$ cat src/rtl/seq_divider.sv
`timescale 1ns/1ps
// seq_divider
// Sequential unsigned restoring divider producing one quotient bit per clock.
// Computes C / B into a DW-bit quotient Q and a VW-bit remainder R.
// Division by zero completes in two edges with Q = all ones, R = C[VW-1:0] and
// dbz set.
//
// Ports:
//   clk    - system clock, rising edge
//   rst_n  - synchronous active-low reset
//   start  - request, sampled only while idle
//   C      - dividend (DW bits), captured on the accepting edge
//   B      - divisor (VW bits), captured on the accepting edge
//   Q      - quotient, valid when done is high, held until the next accepted start
//   R      - remainder, valid when done is high, held until the next accepted start
//   busy   - high while an operation is in flight (state != IDLE)
//   done   - one-cycle pulse marking Q/R valid
//   dbz    - divide-by-zero flag for the last operation
module seq_divider #(
  parameter int DW = 16,
  parameter int VW = 8
) (
  input  logic          clk,
  input  logic          rst_n,
  input  logic          start,
  input  logic [DW-1:0] C,
  input  logic [VW-1:0] B,
  output logic [DW-1:0] Q,
  output logic [VW-1:0] R,
  output logic          busy,
  output logic          done,
  output logic          dbz
);

  localparam int CW = (DW > 1) ? $clog2(DW) : 1;

  typedef enum logic [1:0] {
    S_IDLE,
    S_CALC,
    S_FIN
  } state_t;

  state_t        state_q, state_d;
  logic [VW:0]   rem_q, rem_d;     // partial remainder, one guard bit
  logic [DW-1:0] quo_q, quo_d;     // dividend shifting out / quotient shifting in
  logic [VW-1:0] div_q, div_d;
  logic [CW-1:0] cnt_q, cnt_d;
  logic [DW-1:0] q_q, q_d;
  logic [VW-1:0] r_q, r_d;
  logic          done_q, done_d;
  logic          dbz_q, dbz_d;

  // One restoring step: shift the next dividend bit into the remainder and
  // try to subtract the divisor. The partial remainder entering a step is
  // always below the divisor, so the shifted value is below 2*divisor and
  // the extra borrow bit alone tells whether the subtraction went negative.
  logic [VW:0] shifted;
  logic [VW:0] trial;
  logic        borrow;

  assign shifted         = {rem_q[VW-1:0], quo_q[DW-1]};
  assign {borrow, trial} = {1'b0, shifted} - {2'b00, div_q};

  always_comb begin
    state_d = state_q;
    rem_d   = rem_q;
    quo_d   = quo_q;
    div_d   = div_q;
    cnt_d   = cnt_q;
    q_d     = q_q;
    r_d     = r_q;
    done_d  = 1'b0;
    dbz_d   = dbz_q;

    case (state_q)
      S_IDLE: begin
        if (start) begin
          if (B != '0) begin
            rem_d   = '0;
            quo_d   = C;
            div_d   = B;
            cnt_d   = '0;
            dbz_d   = 1'b0;
            state_d = S_CALC;
          end else begin
            // Preload the result registers so FIN publishes the dbz result
            // through the same path as a normal division.
            quo_d   = '1;
            rem_d   = {1'b0, C[VW-1:0]};
            dbz_d   = 1'b1;
            state_d = S_FIN;
          end
        end
      end

      S_CALC: begin
        if (!borrow) begin
          rem_d = trial;
          quo_d = {quo_q[DW-2:0], 1'b1};
        end else begin
          rem_d = shifted;
          quo_d = {quo_q[DW-2:0], 1'b0};
        end
        cnt_d = cnt_q + 1'b1;
        if (cnt_q == CW'(DW - 1)) begin
          state_d = S_FIN;
        end
      end

      S_FIN: begin
        q_d     = quo_q;
        r_d     = rem_q[VW-1:0];
        done_d  = 1'b1;
        state_d = S_IDLE;
      end

      default: begin
        state_d = S_IDLE;
      end
    endcase
  end

  always_ff @(posedge clk) begin
    if (!rst_n) begin
      state_q <= S_IDLE;
      rem_q   <= '0;
      quo_q   <= '0;
      div_q   <= '0;
      cnt_q   <= '0;
      q_q     <= '0;
      r_q     <= '0;
      done_q  <= 1'b0;
      dbz_q   <= 1'b0;
    end else begin
      state_q <= state_d;
      rem_q   <= rem_d;
      quo_q   <= quo_d;
      div_q   <= div_d;
      cnt_q   <= cnt_d;
      q_q     <= q_d;
      r_q     <= r_d;
      done_q  <= done_d;
      dbz_q   <= dbz_d;
    end
  end

  assign Q    = q_q;
  assign R    = r_q;
  assign busy = (state_q != S_IDLE);
  assign done = done_q;
  assign dbz  = dbz_q;

endmodule

$ cat config.mk
export PLATFORM = sky130hd
export DESIGN_NAME = seq_divider
export DESIGN_NICKNAME = d
export VERILOG_FILES = /design/src/rtl/seq_divider.sv
export SDC_FILE = /design/constraint.sdc
export NUM_CORES = 1
export LEC_CHECK = 0
export ABC_AREA = 1
export CAP_MARGIN = 5
export CORE_MARGIN = 3
export CORE_UTILIZATION = 50
export DETAILED_ROUTE_END_ITERATION = 8
export PLACE_DENSITY = 0.76
export REMOVE_ABC_BUFFERS = 1
export SYNTH_ARGS = -nofsm -noshare
export SYNTH_HDL_FRONTEND = slang
export SYNTH_SLANG_ARGS = --single-unit
$ cat constraint.sdc
create_clock -name clk -period 1.9 [get_ports clk]
set_input_delay 0.285 -clock clk [delete_from_list [all_inputs] [get_ports clk]]
set_output_delay 0.285 -clock clk [all_outputs]
set_load 0.02 [all_outputs]
* Yosys cells after proc, flatten, opt, wreduce, memory -nomap -nowiden
Index checks and enable logic that the tools add are counted.
** Word-level totals
- Bits in registers :: 64
- Bits in latches :: 0
- Bits in writable memories :: 0
- ROM bits :: 0
- Bits of input ports :: 27
- Output and inout port bits :: 27
- Logic and storage cells :: 43
- Memories :: 0
** Cells by class
- $add $sub $neg :: 2
- $mul :: 0
- Div/mod/pow operators :: 0
- $lt $le $gt $ge :: 0
- Equality and inequality tests :: 6
- Shifts and indexed selects :: 0
- Muxes and demuxes :: 17
- Bitwise operators :: 0
- Reduce and logical (&&, ||, !) cells :: 9
** Operators by type and width (count)
- $mux 16 :: 2
- $pmux 16 s2 :: 1
- $mux 8 :: 3
- $pmux 8 s2 :: 1
- $sub 9x8->10 :: 1
- $mux 4 :: 2
- $pmux 4 s2 :: 1
- $reduce_bool 8->1 :: 1
- $mux 2 :: 3
- $ne 2x2->1 const B :: 3
- $reduce_and 2->1 :: 3
- $reduce_and 3->1 :: 2
- $add 4x1->4 const B :: 1
- $eq 4x4->1 const B :: 1
- $pmux 2 s2 :: 1
- $reduce_bool 2->1 :: 2
- $mux 1 :: 3
- $eq 2x1->1 const B :: 1
- $eq 2x2->1 const B :: 1
- $logic_not 2->1 :: 1

* Logic depth before layout (Yosys ltp)
- Depth after elaboration :: 4
- Depth in mapped cells :: 12

* Worst setup path after synthesis
Ideal clock, no wire load.
- Path kind :: register to register
- From :: register div_q[3]
- To :: register rem_q[6]
- Library setup time :: 0.122 ns
- Arrival time :: 1.413 ns
- Setup slack :: 0.365 ns
- Stages on the path, launching flop included :: 13
- Period minus slack after synthesis :: 1.535 ns
- Cell sequence :: dfxtp_1 inv_1 ha_1 nand2_2 inv_2 nand2_2 nand2_1 nand2_2 nand3_4 nand2_4 nand2_1 nand2_1 a21oi_2
** On the way
- Cells in the longest elaborated chain, start to end :: 3
** Ends and longest elaborated chain
- start, declared :: line 46 : logic [VW-1:0] div_q, div_d;
- start signal, assigned :: line 138 : div_q <= div_d;
- $sub 9x8->10 :: line 62 : assign {borrow, trial} = {1'b0, shifted} - {2'b00, div_q};
- $mux 8 :: line 97 : if (!borrow) begin
- $pmux 8 s2 :: line 75 : case (state_q)
- end signal, assigned :: line 136 : rem_q <= rem_d;
- end, declared :: line 44 : logic [VW:0] rem_q, rem_d;
No other way between the ends.
A chain may end at the register's enable or synchronous reset.

* Worst setup path after layout
- From :: register state_q[1]
- To :: output port busy
** On the way
- Cells in the longest elaborated chain, start to end :: 1
** Ends and longest elaborated chain
- start, declared :: line 43 : state_t state_q, state_d;
- start signal, assigned :: line 135 : state_q <= state_d;
- $reduce_bool 2->1 :: line 149 : assign busy = (state_q != S_IDLE);
- end, declared :: line 30 : output logic busy,
No other way between the ends.

==> flow_summary.toml <==
[clock_network]
cts_tree = "yes"
clk_pin_slew_worst_paths_ns = 0.07
cts_hold_buf = 0
ctsHtreeMaxLevel = 3
root_buffer = "clkbuf_8"
cts_buffer_depth = 2
cts_buffers = 9
cts_resized = 0
postCtsSetupRepairBufs = 0
insertion_delay_ns = 0.34
numClockSinks = 64

[global_route]
grt_util_all_layers_pct = 22.3
grt_pass1_vias = 2863
grt_start_max_net_pins = 58
grt_first_pass_wirelength_mm = 13.2
grt-ovfl-total = 0
grt_antenna_before_repair = 0

[critical_path]
crit_start = "state_q[1]"
crit_type = "flop to output port"
rr_worst_depth = 10
cp.required_ns = 1.62
start_kind = "flop"
cp-end-kind = "output port"
reg2reg_to = "rem_q[7]"
crit_arrival_ns = 1.45
endpoint = "busy"
worstReg2RegStart = "div_q[5]"
crit_fanout = 3
r2r_slack_ns = 0.17

[drt]
ant_nets = 0
met2_wirelength_mm = 3.70
routedWlPerCell_um = 13.5
wl_met3_um = 311
top_layer_used = "met4"
drc = 0
routed_via_density = 5.17
routed_wirelength_mm = 7.65
drt_iter0_markers = 98
met1Wirelength_mm = 3.48
route.vias.total = 2936
drt_first_pass_iters = 4

[synthesis]
synth_most_common_cell = "inv_1"
yosys-top-cells-count = "inv_1 (71), nand2_1 (68), dfxtp_1 (64)"
yosys_most_used_dff = "dfxtp_1"
synth-seq-cells = 64
async_reset_ff_share_pct = 0
synth.avg_cell_area_sq_um = 7.37
synth_top_area_share_pct = 40.2
ys_seq_area_share_pct = 40.2
synth_top_area_cell = "dfxtp_1"
syn_area_sq_um = 3190
synth_cell_types = 34
synth_area_leaders = "dfxtp_1 (40%), inv_1 (8.4%), o21ai_0 (8.2%)"
synth_edf_count = 0
synthCells = 433
synth_warnings = 0

[sta]
finalMaxSlewViolations = 0
fin_crit_sh_pct = 91.3
fin_hold_ws_ns = 0.458
rsz0062_at_grt = "false"
fmax_mhz = 576
finalCriticalPeriod_ns = 1.73
setup_slack_ns = 0.165
hold_viol = 0
setup_violations = 0
worstMarginPinSlew_ns = 0.506
finClkSkew_ns = 0.00859
relSlewSlack_pct = 66.2

[min_path]
min_path_type = "flop to flop"
holdCritStartpoint = "div_q[7]"

[job]
drv_cap = 0

[layout]
fin_cells = 568
fillers = 536
final_nets = 525
area_growth_pct = 25.4
drive_above_1_share_pct = 12.4
n_antenna_cell = 0
post-route-util_pct = 66.0

[floorplanning]
start_util_pct = 52.6
die_h_um = 85.9
die_x_um = 85.9
ios = 54
die_area_sq_um = 7370
core_sq_um = 6060
rows = 28

[place]
port_buffers = 53
globalplace.congestion = 0.880
hpwl_mm = 5.69
dp_cells = 552
dp_slack_ns = 0.000551

[power_and_ir_drop]
p_per_area_nw_per_um2 = 951
p_leak_uw = 0.00180
p_total_uw = 3800
max-vdd-ir-drop_mv = 0.629

[outcome]
status = "complete, no violations"
## worst max-delay path: stages, from the launching register on
cell and delay (ns):
dfxtp_1 0.33, nor2_2 0.18, inv_1 0.06, clkdlybuf4s50_1 0.54
## through the flow
stage | TNS [ns] | area [sq um]
floorplan | -1.77 | 3100
global placement | 0 | 3810
detailed placement | 0 | 3810
CTS | 0 | 4000
global route | 0 | 4000
finish | 0 | 4000
## routing by layer
metal  track usage (%)  vias to the layer above
li1                  -                     1511
met1              27.7                     1350
met2              37.7                       62
met3              5.28                       13
met4              7.77                        0
met5                 0                        -
## final cells by class
cell class / instances / area, sq um / share of cell area (%)
clock buffer: 11 / 131 / 3.29
inverter: 77 / 289 / 7.23
multi-input combinational: 274 / 1540 / 38.4
clock inverter: 5 / 57.6 / 1.44
sequential: 64 / 1280 / 32.0
tap: 75 / 93.8 / 2.35
timing repair buffer: 62 / 611 / 15.3
## kinds of logic after synthesis
group                      synth area share (%)
AOI/OAI and AO/OA                          20.6
DFF                                        40.2
xor gates and xnor gates                   1.10
buffers and inverters                      11.8
adders and majority gates                  4.16
and+or+nand+nor                            22.2
## flip-flops by register name (all words and copies together), names as in the netlist
register and flops:
div_q 8, dbz 1, rem_q 8, Q 16, state_q 2, done 1, cnt_q 4, quo_q 16
R 8
## where the power goes
group	internal [uW]	switching [uW]	leakage, uW
logic	452	705	0.00118
clock network	604	518	0.0000856
registers	1460	66.2	0.000525
## how the worst min path moves through the flow
stage / end / cells past startpoint
final: div_q[7] / 2
after global routing: div_q[7] / 2
after CTS: div_q[7] / 2
after detailed placement: div_q[7] / 2
after global placement: div_q[7] / 2
after floorplan: cnt_q[0] / 2
## layout by cell type, fill, tap and decap left out, types with 2 or more instances in the layout
cell type / netlist / routed
clkinvlp_4: 0 / 3
nand3_4: 2 / 2
a21oi_1: 33 / 33
nand3_2: 2 / 2
clkdlybuf4s50_1: 0 / 53
buf_4: 2 / 8
inv_1: 71 / 71
o2111ai_1: 10 / 10
ha_1: 9 / 8
a21oi_2: 8 / 8
nor2_1: 29 / 28
dfxtp_1: 64 / 64
nand4_1: 8 / 8
nor2_4: 4 / 4
nor2_2: 2 / 3
nand3_1: 17 / 17
inv_2: 5 / 5
nand2_2: 9 / 9
xor2_1: 4 / 4
o21ai_1: 7 / 7
nand2_1: 68 / 68
clkbuf_1: 10 / 2
clkbuf_8: 0 / 9
o21ai_0: 52 / 52
Power figures use the tool's default switching activity.
